[src/rtl/clkdiv_pkg.sv]
// Shared types and constants for the clock divider controller and its arbiter.
// Also provides the index-width helper used by every requester-indexed vector.
package clkdiv_pkg;

    typedef enum logic [1:0] {
        IDLE     = 2'd0,
        RUN      = 2'd1,
        STOPPING = 2'd2
    } state_t;

    localparam int MIN_DIV   = 2;
    localparam int DEFAULT_N = 8;

    // A single requester still needs a one-bit index so vectors stay legal.
    function automatic int ptr_width(input int num);
        return (num > 1) ? $clog2(num) : 1;
    endfunction

endpackage

[src/rtl/rr_arbiter.sv]
// Round-robin arbiter: grants the first request at or after the rotating pointer.
// The pointer advances past the granted index when the owner signals a transfer.
module rr_arbiter
    import clkdiv_pkg::*;
#(
    parameter  int NUM_REQ = 2,
    localparam int IDX_W   = ptr_width(NUM_REQ)
) (
    input  logic               i_clk,
    input  logic               i_rst_n,
    input  logic [NUM_REQ-1:0] i_req,
    input  logic               i_enable,
    input  logic               i_update,
    output logic [NUM_REQ-1:0] o_grant,
    output logic [IDX_W-1:0]   o_grant_idx,
    output logic               o_grant_valid
);

    logic [IDX_W-1:0]   r_ptr;
    logic [NUM_REQ-1:0] w_grant;
    logic [IDX_W-1:0]   w_idx;
    logic               w_found;

    always_comb begin
        w_grant = '0;
        w_idx   = '0;
        w_found = 1'b0;
        for (int off = 0; off < NUM_REQ; off++) begin
            int cand;
            cand = int'(r_ptr) + off;
            if (cand >= NUM_REQ) begin
                cand = cand - NUM_REQ;
            end
            if (i_enable && !w_found && i_req[IDX_W'(cand)]) begin
                w_found                = 1'b1;
                w_grant[IDX_W'(cand)]  = 1'b1;
                w_idx                  = IDX_W'(cand);
            end
        end
    end

    always_ff @(posedge i_clk or negedge i_rst_n) begin
        if (!i_rst_n) begin
            r_ptr <= '0;
        end else if (i_update) begin
            r_ptr <= (w_idx == IDX_W'(NUM_REQ - 1)) ? '0 : w_idx + IDX_W'(1);
        end
    end

    assign o_grant       = w_grant;
    assign o_grant_idx   = w_idx;
    assign o_grant_valid = w_found;

endmodule

[src/rtl/clock_divider_ctrl.sv]
// Run-time divider controller: arbitrates divisor updates, owns the divide
// counter and start/stop sequencing, and swaps divisors only on period boundaries.
module clock_divider_ctrl
    import clkdiv_pkg::*;
#(
    parameter int N           = DEFAULT_N,
    parameter int NUM_REQ     = 2,
    parameter int DEFAULT_DIV = 2
) (
    input  logic                 clock_in,
    input  logic                 reset_n,
    input  logic                 run,
    input  logic [NUM_REQ-1:0]   req_valid,
    input  logic [NUM_REQ*N-1:0] req_divisor,
    output logic [NUM_REQ-1:0]   req_ready,
    output logic                 clock_out,
    output logic                 tick,
    output logic [N-1:0]         active_divisor,
    output logic                 busy,
    output logic                 err
);

    localparam int IDX_W = ptr_width(NUM_REQ);

    state_t           r_state;
    logic [N-1:0]     r_counter;
    logic [N-1:0]     r_active;
    logic [N-1:0]     r_pending;
    logic             r_busy;
    logic             r_err;
    logic             r_clk_out;
    logic             r_tick;

    logic [NUM_REQ-1:0] w_grant;
    logic [IDX_W-1:0]   w_grant_idx;
    logic               w_grant_valid;
    logic [N-1:0]       w_req_div [NUM_REQ];
    logic [N-1:0]       w_sel_div;
    logic               w_div_ok;
    logic               w_transfer;
    logic               w_boundary;
    logic               w_apply;
    logic               w_running_next;
    logic [N-1:0]       w_counter_next;
    logic [N-1:0]       w_active_next;

    rr_arbiter #(
        .NUM_REQ (NUM_REQ)
    ) u_arb (
        .i_clk         (clock_in),
        .i_rst_n       (reset_n),
        .i_req         (req_valid),
        .i_enable      (!r_busy),
        .i_update      (w_transfer),
        .o_grant       (w_grant),
        .o_grant_idx   (w_grant_idx),
        .o_grant_valid (w_grant_valid)
    );

    for (genvar gi = 0; gi < NUM_REQ; gi++) begin : g_slice
        assign w_req_div[gi] = req_divisor[gi*N +: N];
    end

    assign w_sel_div  = w_req_div[w_grant_idx];
    assign w_div_ok   = (w_sel_div >= N'(MIN_DIV));
    assign w_transfer = w_grant_valid;
    assign w_boundary = (r_counter == r_active - N'(1));
    // A pending divisor lands on the wrap edge, or straight away when stopped.
    assign w_apply    = r_busy && ((r_state == IDLE) || w_boundary);

    always_comb begin
        w_active_next  = w_apply ? r_pending : r_active;
        w_running_next = 1'b0;
        case (r_state)
            IDLE:     w_running_next = run;
            RUN:      w_running_next = run || !w_boundary;
            STOPPING: w_running_next = run || !w_boundary;
            default:  w_running_next = 1'b0;
        endcase
        w_counter_next = '0;
        if ((r_state != IDLE) && !w_boundary) begin
            w_counter_next = r_counter + N'(1);
        end
    end

    always_ff @(posedge clock_in or negedge reset_n) begin
        if (!reset_n) begin
            r_state   <= IDLE;
            r_counter <= '0;
            r_active  <= N'(DEFAULT_DIV);
            r_pending <= '0;
            r_busy    <= 1'b0;
            r_err     <= 1'b0;
            r_clk_out <= 1'b0;
            r_tick    <= 1'b0;
        end else begin
            case (r_state)
                IDLE:     if (run) r_state <= RUN;
                // Dropping run exactly on the last cycle ends the period right here.
                RUN:      if (!run) r_state <= w_boundary ? IDLE : STOPPING;
                STOPPING: begin
                    if (run) begin
                        r_state <= RUN;
                    end else if (w_boundary) begin
                        r_state <= IDLE;
                    end
                end
                default:  r_state <= IDLE;
            endcase

            r_counter <= w_counter_next;
            r_active  <= w_active_next;
            r_clk_out <= w_running_next && (w_counter_next < (w_active_next >> 1));
            r_tick    <= w_running_next && (w_counter_next == '0);
            r_err     <= w_transfer && !w_div_ok;

            if (w_transfer && w_div_ok) begin
                r_pending <= w_sel_div;
                r_busy    <= 1'b1;
            end else if (w_apply) begin
                r_busy    <= 1'b0;
            end
        end
    end

    assign req_ready      = w_grant;
    assign clock_out      = r_clk_out;
    assign tick           = r_tick;
    assign active_divisor = r_active;
    assign busy           = r_busy;
    assign err            = r_err;

endmodule

[config.mk]
export PLATFORM = sky130hd
export DESIGN_NAME = clock_divider_ctrl
export DESIGN_NICKNAME = d
export VERILOG_FILES = /design/src/rtl/clkdiv_pkg.sv /design/src/rtl/rr_arbiter.sv /design/src/rtl/clock_divider_ctrl.sv
export SDC_FILE = /design/constraint.sdc
export NUM_CORES = 1
export LEC_CHECK = 0
export CAP_MARGIN = 20
export CELL_PAD_IN_SITES_DETAIL_PLACEMENT = 0
export CELL_PAD_IN_SITES_GLOBAL_PLACEMENT = 1
export CORE_MARGIN = 4
export CORE_UTILIZATION = 36
export CTS_CLUSTER_SIZE = 14
export DETAILED_ROUTE_END_ITERATION = 7
export PLACE_DENSITY_LB_ADDON = 0.1
export SETUP_SLACK_MARGIN = 0.02
export SYNTH_ARGS = -nofsm -noshare
export SYNTH_HDL_FRONTEND = slang
export SYNTH_SLANG_ARGS = --single-unit
[constraint.sdc]
create_clock -name clock_in -period 3.13 [get_ports clock_in]
set_input_delay 0.4695 -clock clock_in [delete_from_list [all_inputs] [get_ports clock_in]]
set_output_delay 0.4695 -clock clock_in [all_outputs]
set_load 0.01 [all_outputs]
Yosys cells after proc, flatten, opt, wreduce, memory -nomap -nowiden
Index checks and enable logic that the tools add are counted.

cells by class
  add/subtract/negate cells = 6
  magnitude comparators = 9
  multiplexer cells = 31
  reductions and logical operators = 23
  eq/ne operators = 6
  bitwise logic cells = 2

operator list
  operator               number
  $mux W8                5
  $mux W1                15
  $mux W2                7
  $logic_and A1 B1 Y1    11
  $add A8 B1 Y8 const B  1
  $eq A8 B8 Y1           1
  $ge A8 B2 Y1 const B   1
  $logic_not A8 Y1       1
  $lt A8 B7 Y1           1
  $sub A8 B1 Y8 const B  1
  $lt A1 B3 Y1 const B   2
  $pmux W2 S3            1
  $ge A2 B2 Y1 const B   2
  $logic_not A1 Y1       4
  $ne A2 B2 Y1 const B   2
  $reduce_bool A2 Y1     2
  $ne A3 B3 Y1 const B   1
  $reduce_and A3 Y1      1
  $add A1 B1 Y2 const B  1
  $demux W1 S1           2
  $eq A2 B1 Y1 const B   1
  $eq A2 B2 Y1 const B   1
  $ge A1 B1 Y1 const B   2
  $ge A1 B2 Y1 const B   1
  8 further kinds        10

word-level totals
  input bits = 21
  register bits after elaboration = 31

Logic depth before layout (Yosys ltp)
Gate-level depths: netlist (run 1).

  depth in word-level cells = 18
  mapped depth = 16

Modules after synthesis
From an unflattened synthesis (run 1), not the netlist that was laid out.

unflattened totals
  cell total of the unflattened synthesis = 202
  area, all modules = 2105.8 µm²

by module, submodules not included
  module              times used  area an instance (µm²)  sequential area each (µm²)  cells each
  clock_divider_ctrl  1           2033.2                  752.0                       194
  rr_arbiter          1           72.6                    25.0                        8

Worst setup path after synthesis (run 1)
OpenSTA, ideal clock, no wires.

  path type = reg2reg
  from = register r_active[2], in the netlist active_divisor[2]
  to = register r_clk_out, in the netlist clock_out
  cell stages (with the launch flop) = 15
  arrival = 3177 ps
  clock period less this slack = 3264 ps
  library setup time = 87 ps
  required time = 3043 ps
  path slack = -134 ps
  path through = dfrtp_1 -> or3_4 -> o21a_1 -> nor4_1 -> o2111ai_2 -> a21o_1 -> buf_6 -> mux2i_1 -> ha_1 -> a21oi_1 -> nand2_1 -> nand3_1 -> a41oi_1 -> a221o_1 -> a211oi_2

on the way
  longest elaborated chain between the ends = 7
  elaborated cells between the ends (all ways) = 12

ends and longest elaborated chain
  item                                                           RTL line                                            RTL
  start, declared                                                clock_divider_ctrl.sv:27                            logic [N-1:0] r_active;
  start signal, assigned                                         clock_divider_ctrl.sv:90                            r_active <= N'(DEFAULT_DIV);
  start signal, assigned                                         clock_divider_ctrl.sv:112                           r_active <= w_active_next;
  $sub A8 B1 Y8                                                  clock_divider_ctrl.sv:67                            assign w_boundary = (r_counter == r_active - N'(1));
  $eq A8 B8 Y1                                                   clock_divider_ctrl.sv:67
  $logic_not A1 Y1 / $logic_or A1 B1 Y1 (equally long branches)  n/a
  $logic_and A1 B1 Y1, on equally long branches                  clock_divider_ctrl.sv:81, clock_divider_ctrl.sv:69
  $mux W8, on equally long branches                              clock_divider_ctrl.sv:81, clock_divider_ctrl.sv:72
  $lt A8 B7 Y1                                                   clock_divider_ctrl.sv:113                           r_clk_out <= w_running_next && (w_counter_next < (w_active_next >> 1));
  $logic_and A1 B1 Y1 *                                          clock_divider_ctrl.sv:113
  end signal, assigned                                           clock_divider_ctrl.sv:113
  end, declared                                                  clock_divider_ctrl.sv:31                            logic r_clk_out;

Mark *: on every way between the ends. The rest lies on a longest branch, timed or not.
A chain may end at the register's enable or synchronous reset.

Worst setup path after layout (run 1)
  from = register r_active[1], in the netlist active_divisor[1]
  to = register r_clk_out, in the netlist clock_out

Same word-level chain as after synthesis.

==> impl_metrics.json, run 1 <==
{
  "fin_setup_tns_ns": -0.3238,
  "die_y_um": 80.21,
  "ir_drop_mv": 0.3995,
  "status": "finished with violations",
  "violations": "setup timing",
  "hold_viol": 0,
  "synth-xor-area-share": 0.08400,
  "cts_hold_buf": 0,
  "cts_sinks": 31,
  "cts.clk_slew.worst_paths_ns": 0.06,
  "maxCapViolations": 0,
  "cts_buffers": 5,
  "synthMuxAreaShare": 0.08667,
  "comb_power_share": 0.580,
  "synth_top_family_by_area": "simple AND/OR/NAND/NOR gates",
  "drive_gt1_frac": 0.2275,
  "crit_path_end_kind": "register",
  "synth_fa_ha_area_frac": 0.08000,
  "yosysWarnings": 0,
  "startpoint_type": "register",
  "setup_violations": 1,
  "first_pass_iters": 4,
  "grt_max_degree": 23,
  "p_switching_w": 0.0009353,
  "hpwl_um": 3706,
  "power_density_nw_per_um2": 902.6,
  "nets": 287,
  "cp_max_fo": 3,
  "ys_ff_latch": 31,
  "first_iter_violations": 30,
  "criticalPathCategory": "register to register",
  "fmax_mhz": 289.5,
  "layout_setup_ws_ns": -0.3238,
  "seqPwrFrac": 0.299,
  "synth_area_um2": 1877,
  "rows": 26,
  "min_from": "r_pending[4]",
  "io_buffers": 32,
  "final_common_cell": "clkdlybuf4s50_1",
  "die_x_um": 80.21,
  "fin_worst_skew_ns": 0.005758,
  "synthFlopType": "dfrtp_1",
  "avgSynthCellArea_um2": 9.674,
  "via_per_inst": 4.880,
  "fin_area_um2": 2654,
  "cts-root-buf": "clkbuf_8",
  "rr_startpoint": "active_divisor[1]",
  "grt_pass1_wl_um": 7679,
  "fin_crit_sh": 1.103,
  "pin_count": 35,
  "grt_overflow": 0,
  "htree_num_levels": 2,
  "synth.net_count": 227,
  "clockBufferDepth": 2,
  "synthSimpleGateAreaFrac": 0.1507,
  "synthCells": 194,
  "most-common-layout-cells": "clkdlybuf4s50_1, dfrtp_1, buf_4",
  "synth_edf_count": 0,
  "cp-startpoint": "active_divisor[1]",
  "grt_usage": 0.1548,
  "drc_errors": 0,
  "synthToLayoutAreaGrowth_pct": 41.40,
  "clkLatencyLatePin_ns": 0.28,
  "holdWs_ns": 0.4796,
  "drtAntennaViolNets": 0,
  "final_max_slew_viol_count": 0,
  "gp_congestion": 0.7293,
  "worstPathArrival_ns": 3.65,
  "coreArea_um2": 5075,
  "hold_class": "register to register",
  "grt_pass1_vias": 1730,
  "period_minus_slack_ns": 3.454,
  "leakagePower_nw": 1.276,
  "wl_per_cell_um": 14.01,
  "grt_antenna_before_repair": 0,
  "start_util": 0.3698,
  "ys_seq_area_frac": 0.4140,
  "cts_tree": "built",
  "clockPowerShare": 0.121,
  "required_ns": 3.32,
  "rsz0062_at_grt": "true",
  "ys_types": 43,
  "p_total_w": 0.002395,
  "async_reset_ff_frac": 1.000,
  "wl_um": 4552,
  "placed_area_um2": 2465,
  "swShare": 0.3905,
  "num_antenna_cells": 0,
  "p_int_w": 0.001460,
  "vias": 1586,
  "synth-compound-area-share": 0.1300,
  "dieArea_um2": 6433
}
-- area by class of cell --
| cell class | instances | area, um^2 |
|---|---|---|
| sequential | 31 | 779.5 |
| inverter | 15 | 56.30 |
| fill | 490 | 2421 |
| clock buffer | 7 | 76.32 |
| tap | 70 | 87.58 |
| multi-input combinational | 140 | 1087 |
| clock inverter | 1 | 5.005 |
| timing repair buffer | 61 | 561.8 |
-- power by group through the flow --
| stage | logic [W] | registers, W | clock network (W) |
|---|---|---|---|
| 2_1_floorplan | 0.000696 | 0.000712 | 0 |
| 3_5_place_dp | 0.00128 | 0.000705 | 0 |
| 3_3_place_gp | 0.00124 | 0.000693 | 0 |
| 6_report | 0.00139 | 0.000716 | 0.000289 |
| 4_1_cts | 0.00130 | 0.000700 | 0.000299 |
| 5_1_grt | 0.00154 | 0.000740 | 0.000325 |
-- synth_stat cells (2+ instances only) --
master	n	share of area
a211oi_1	3	0.012
a21o_1	2	0.0080
a21oi_1	3	0.0080
a41o_1	2	0.011
and3_1	3	0.010
clkbuf_1	5	0.010
dfrtp_1	30	0.40
ha_1	12	0.080
inv_1	15	0.030
mux2_2	2	0.012
mux2i_1	14	0.075
nand2_1	21	0.042
nand3_1	4	0.011
nor2_1	16	0.032
nor3_1	4	0.011
nor4_1	4	0.013
o211a_1	2	0.011
o21ai_0	10	0.027
o31ai_1	2	0.0080
xnor2_1	13	0.061
xor2_1	5	0.023
-- state kept, by name, summed over array words and instances, names as in the netlist --
name,flops
u_arb.r_ptr,1
r_pending,8
busy,1
clock_out,1
r_counter,8
err,1
active_divisor,8
r_state,2
tick,1
-- logic make-up after synthesis --
logic type	after synthesis
mux	16
buf+inv	23
fa+ha+maj	12
simple gates	60
compound gates	33
xor+xnor	18
other cells	1
flops	31
-- metrics by stage --
step | cells | util | setup slack (ns)
2_1_floorplan | 194 | - | -0.01695
3_3_place_gp | 316 | 0.4857 | -0.1611
3_5_place_dp | 316 | 0.4857 | -0.1913
4_1_cts | 324 | 0.5025 | -0.2149
5_1_grt | 325 | 0.5229 | -0.5183
6_report | 325 | 0.5229 | -0.3238
-- final timing paths --
path | endpoint | slack (ns) | depth (start not counted)
hold reg to reg | r_pending[4] | 0.48 | 2
hold / removal | r_pending[4] | 0.48 | 2
setup reg to reg | clock_out | -0.32 | 14
setup / recovery | clock_out | -0.32 | 14
max in group asynchronous | active_divisor[6] | 2.24 | 3
min in group asynchronous | active_divisor[0] | 0.65 | 2
-- what timing repair did --
action                                  4_1_cts  5_1_grt
endpoints found under the setup margin        1        1
pin swaps                                     0       11
gates cloned                                  0        0
gates resized for setup                       1       15
buffers inserted                              0        1
-- metal layers --
metal  part of all wire  track usage  vias up
li1                   -            -      795
met1               0.41       0.1699      750
met2               0.53       0.2864       36
met3              0.046      0.04036        5
met4              0.013      0.05068        0
met5                  0            0        -
-- critical path, cell delays in order, from the launching register on --
cell	delay [ns]
dfstp_2	0.39
buf_4	0.13
or2_2	0.33
o21a_1	0.22
o211a_1	0.24
o2111ai_2	0.25
a21o_1	0.25
mux2i_1	0.27
ha_1	0.31
a21oi_4	0.21
nand2_2	0.08
nand3_2	0.07
a41oi_2	0.04
a221o_1	0.37
a211oi_2	0.22
Note: power is estimated with default switching activity, not from simulation.
==> run 2, diff against run 1 <==
--- a/config.mk
+++ b/config.mk
@@ -9,7 +9,7 @@
 export CELL_PAD_IN_SITES_DETAIL_PLACEMENT = 0
 export CELL_PAD_IN_SITES_GLOBAL_PLACEMENT = 1
 export CORE_MARGIN = 4
-export CORE_UTILIZATION = 36
+export CORE_UTILIZATION = 35
 export CTS_CLUSTER_SIZE = 14
 export DETAILED_ROUTE_END_ITERATION = 7
 export PLACE_DENSITY_LB_ADDON = 0.1
==> constraint.sdc (replaced) <==
create_clock -name clock_in -period 4.2 [get_ports clock_in]
set_input_delay 0.63 -clock clock_in [delete_from_list [all_inputs] [get_ports clock_in]]
set_output_delay 0.63 -clock clock_in [all_outputs]
set_load 0.01 [all_outputs]
==> run 2 against run 1 <==
  * The flow now finishes without violations
  * Cell count shrank 8.0%
  * Register-to-register slack gained 0.87 ns
  * Worst hold slack gained 0.012 ns
  * Total power shrank 36%
  * First-iteration DRC count grew 47%
  * Combinational power shrank 45%
  * Non-clock buffer count shrank 26
  * Setup slack gained 0.87 ns
  * Sequential share of layout area grew 3.6 points
  * Clock skew grew 0.0033 ns
  * Final area shrank 11%
==> impl_metrics.json, run 2 (same netlist as run 1, synthesis figures left out) <==
{
  "worstPathArrival_ns": 3.86,
  "cp_max_fo": 6,
  "grt_max_degree": 32,
  "postCtsResizedCells": 0,
  "final_max_slew_viol_count": 0,
  "vias": 1483,
  "criticalPathCategory": "register to register",
  "leakagePower_nw": 1.134,
  "hold_viol": 0,
  "grt_use_met2": 0.2521,
  "hold_depth": 2,
  "maxCapViolations": 0,
  "fin_crit_sh": 0.8707,
  "drc_errors": 0,
  "nets": 261,
  "grt_pass1_wl_um": 7155,
  "dieArea_um2": 6598,
  "hold_class": "register to register",
  "grt_overflow": 0,
  "most-common-layout-cells": "clkdlybuf4s50_1, dfrtp_1, nand2_1",
  "drive_gt1_frac": 0.07424,
  "required_ns": 4.40,
  "gp_congestion": 0.7668,
  "io_buffers": 32,
  "wl_um": 4150,
  "setup_violations": 0,
  "cts_buffers": 5,
  "htree_num_levels": 2,
  "fin_setup_tns_ns": 0,
  "fmax_mhz": 273.5,
  "cp-startpoint": "active_divisor[0]",
  "rr_startpoint": "active_divisor[0]",
  "grtUsageMet1": 0.1639,
  "cts_sinks": 31,
  "wl_per_cell_um": 13.88,
  "grt_antenna_before_repair": 0,
  "grt_usage": 0.1424,
  "power_density_nw_per_um2": 653.4,
  "die_x_um": 81.23,
  "period_minus_slack_ns": 3.657,
  "via_per_inst": 4.960,
  "crit_chain": "inv_1 -> ha_1 -> nor4b_1 -> xnor2_1 -> nor4_1 -> o2111ai_2 -> a21o_1 -> mux2i_1 -> ha_1 -> a21oi_1 -> nand2_1 -> nand3_1 -> a41oi_1 -> a221o_1 -> a211oi_2",
  "post_cts_buffers": 0,
  "coreArea_um2": 5140,
  "hpwl_um": 3336,
  "start_util": 0.3651,
  "holdWs_ns": 0.4912,
  "num_antenna_cells": 0,
  "cts-root-buf": "clkbuf_8",
  "final_common_cell": "clkdlybuf4s50_1",
  "cts.clk_slew.worst_paths_ns": 0.07,
  "pin_count": 35,
  "rr_worst_depth": 15,
  "die_y_um": 81.23,
  "clkLatencyLatePin_ns": 0.28,
  "rows": 26,
  "startpoint_type": "register",
  "min_from": "r_pending[4]",
  "first_pass_iters": 4,
  "crit_top_cell": "ha_1",
  "grtUsageMet3": 0.03548,
  "fin_worst_skew_ns": 0.009014,
  "first_iter_violations": 44,
  "cts_tree": "built",
  "status": "finished, final reports clean",
  "synthToLayoutAreaGrowth_pct": 25.53,
  "ir_drop_mv": 0.2561,
  "r2r_end": "clock_out",
  "grt_pass1_vias": 1566,
  "critical-path-max-stage-delay_ns": 0.45,
  "drtAntennaViolNets": 0,
  "reg2reg_slack_ns": 0.54,
  "crit_slowest_cell": "dfrtp_1",
  "rsz0062_at_grt": "false",
  "min_to": "r_pending[4]",
  "clockBufferDepth": 2,
  "cts_hold_buf": 0,
  "crit_path_end_kind": "register",
  "grt-busiest-layer": "met2"
}
run 2: worst max path at each step:
stage                           end  cells past startpoint  slack, ns
after detailed placement  clock_out                     15       0.49
after floorplan           clock_out                     14       0.94
after global placement    clock_out                     15       0.59
after CTS                 clock_out                     15       0.46
after global routing      clock_out                     15       0.21
final                     clock_out                     15       0.54
run 2: critical path, delay by kind of cell (launching register included):
kind | cells | cell delay, ns
DFF | 1 | 0.45
and+or+nand+nor | 4 | 0.80
buffers and inverters | 1 | 0.09
muxes | 1 | 0.24
xor gates and xnor gates | 1 | 0.10
adders and majority gates | 2 | 0.48
AOI/OAI and AO/OA | 6 | 1.40
run 2: cell type report:
class,instances,area [um^2]
fill,560,2784
multi-input combinational,140,1001
sequential,31,777.0
timing repair buffer,35,342.8
tap,70,87.58
clock buffer,7,86.33
inverter,15,56.30
clock inverter,1,5.005
run 2: per-stage QoR:
step           instances    util  power, W  worst slack [ns]  area, um^2
2_1_floorplan        194       -  0.001036            0.9362        1877
3_3_place_gp         291  0.4406  0.001288            0.5904        2265
4_1_cts              299  0.4584  0.001567            0.4616        2356
5_1_grt              299  0.4584  0.001683            0.2071        2356
6_report             299  0.4584  0.001539            0.5432        2356
3_5_place_dp         291  0.4406  0.001317            0.4946        2265
run 2: where the power goes:
| group | total, W | internal, W | leakage (nW) | switching [W] |
|---|---|---|---|---|
| registers | 0.000540 | 0.000414 | 0.393 | 0.000126 |
| clock network | 0.000241 | 0.000132 | 0.0482 | 0.000109 |
| logic | 0.000759 | 0.000379 | 0.693 | 0.000380 |
| total | 0.00154 | 0.000925 | 1.13 | 0.000614 |
run 2: routing by layer:
metal / vias to the layer above / share of wire
li1: 742 / -
met1: 703 / 0.44
met2: 31 / 0.50
met3: 7 / 0.042
met4: 0 / 0.017
met5: - / 0
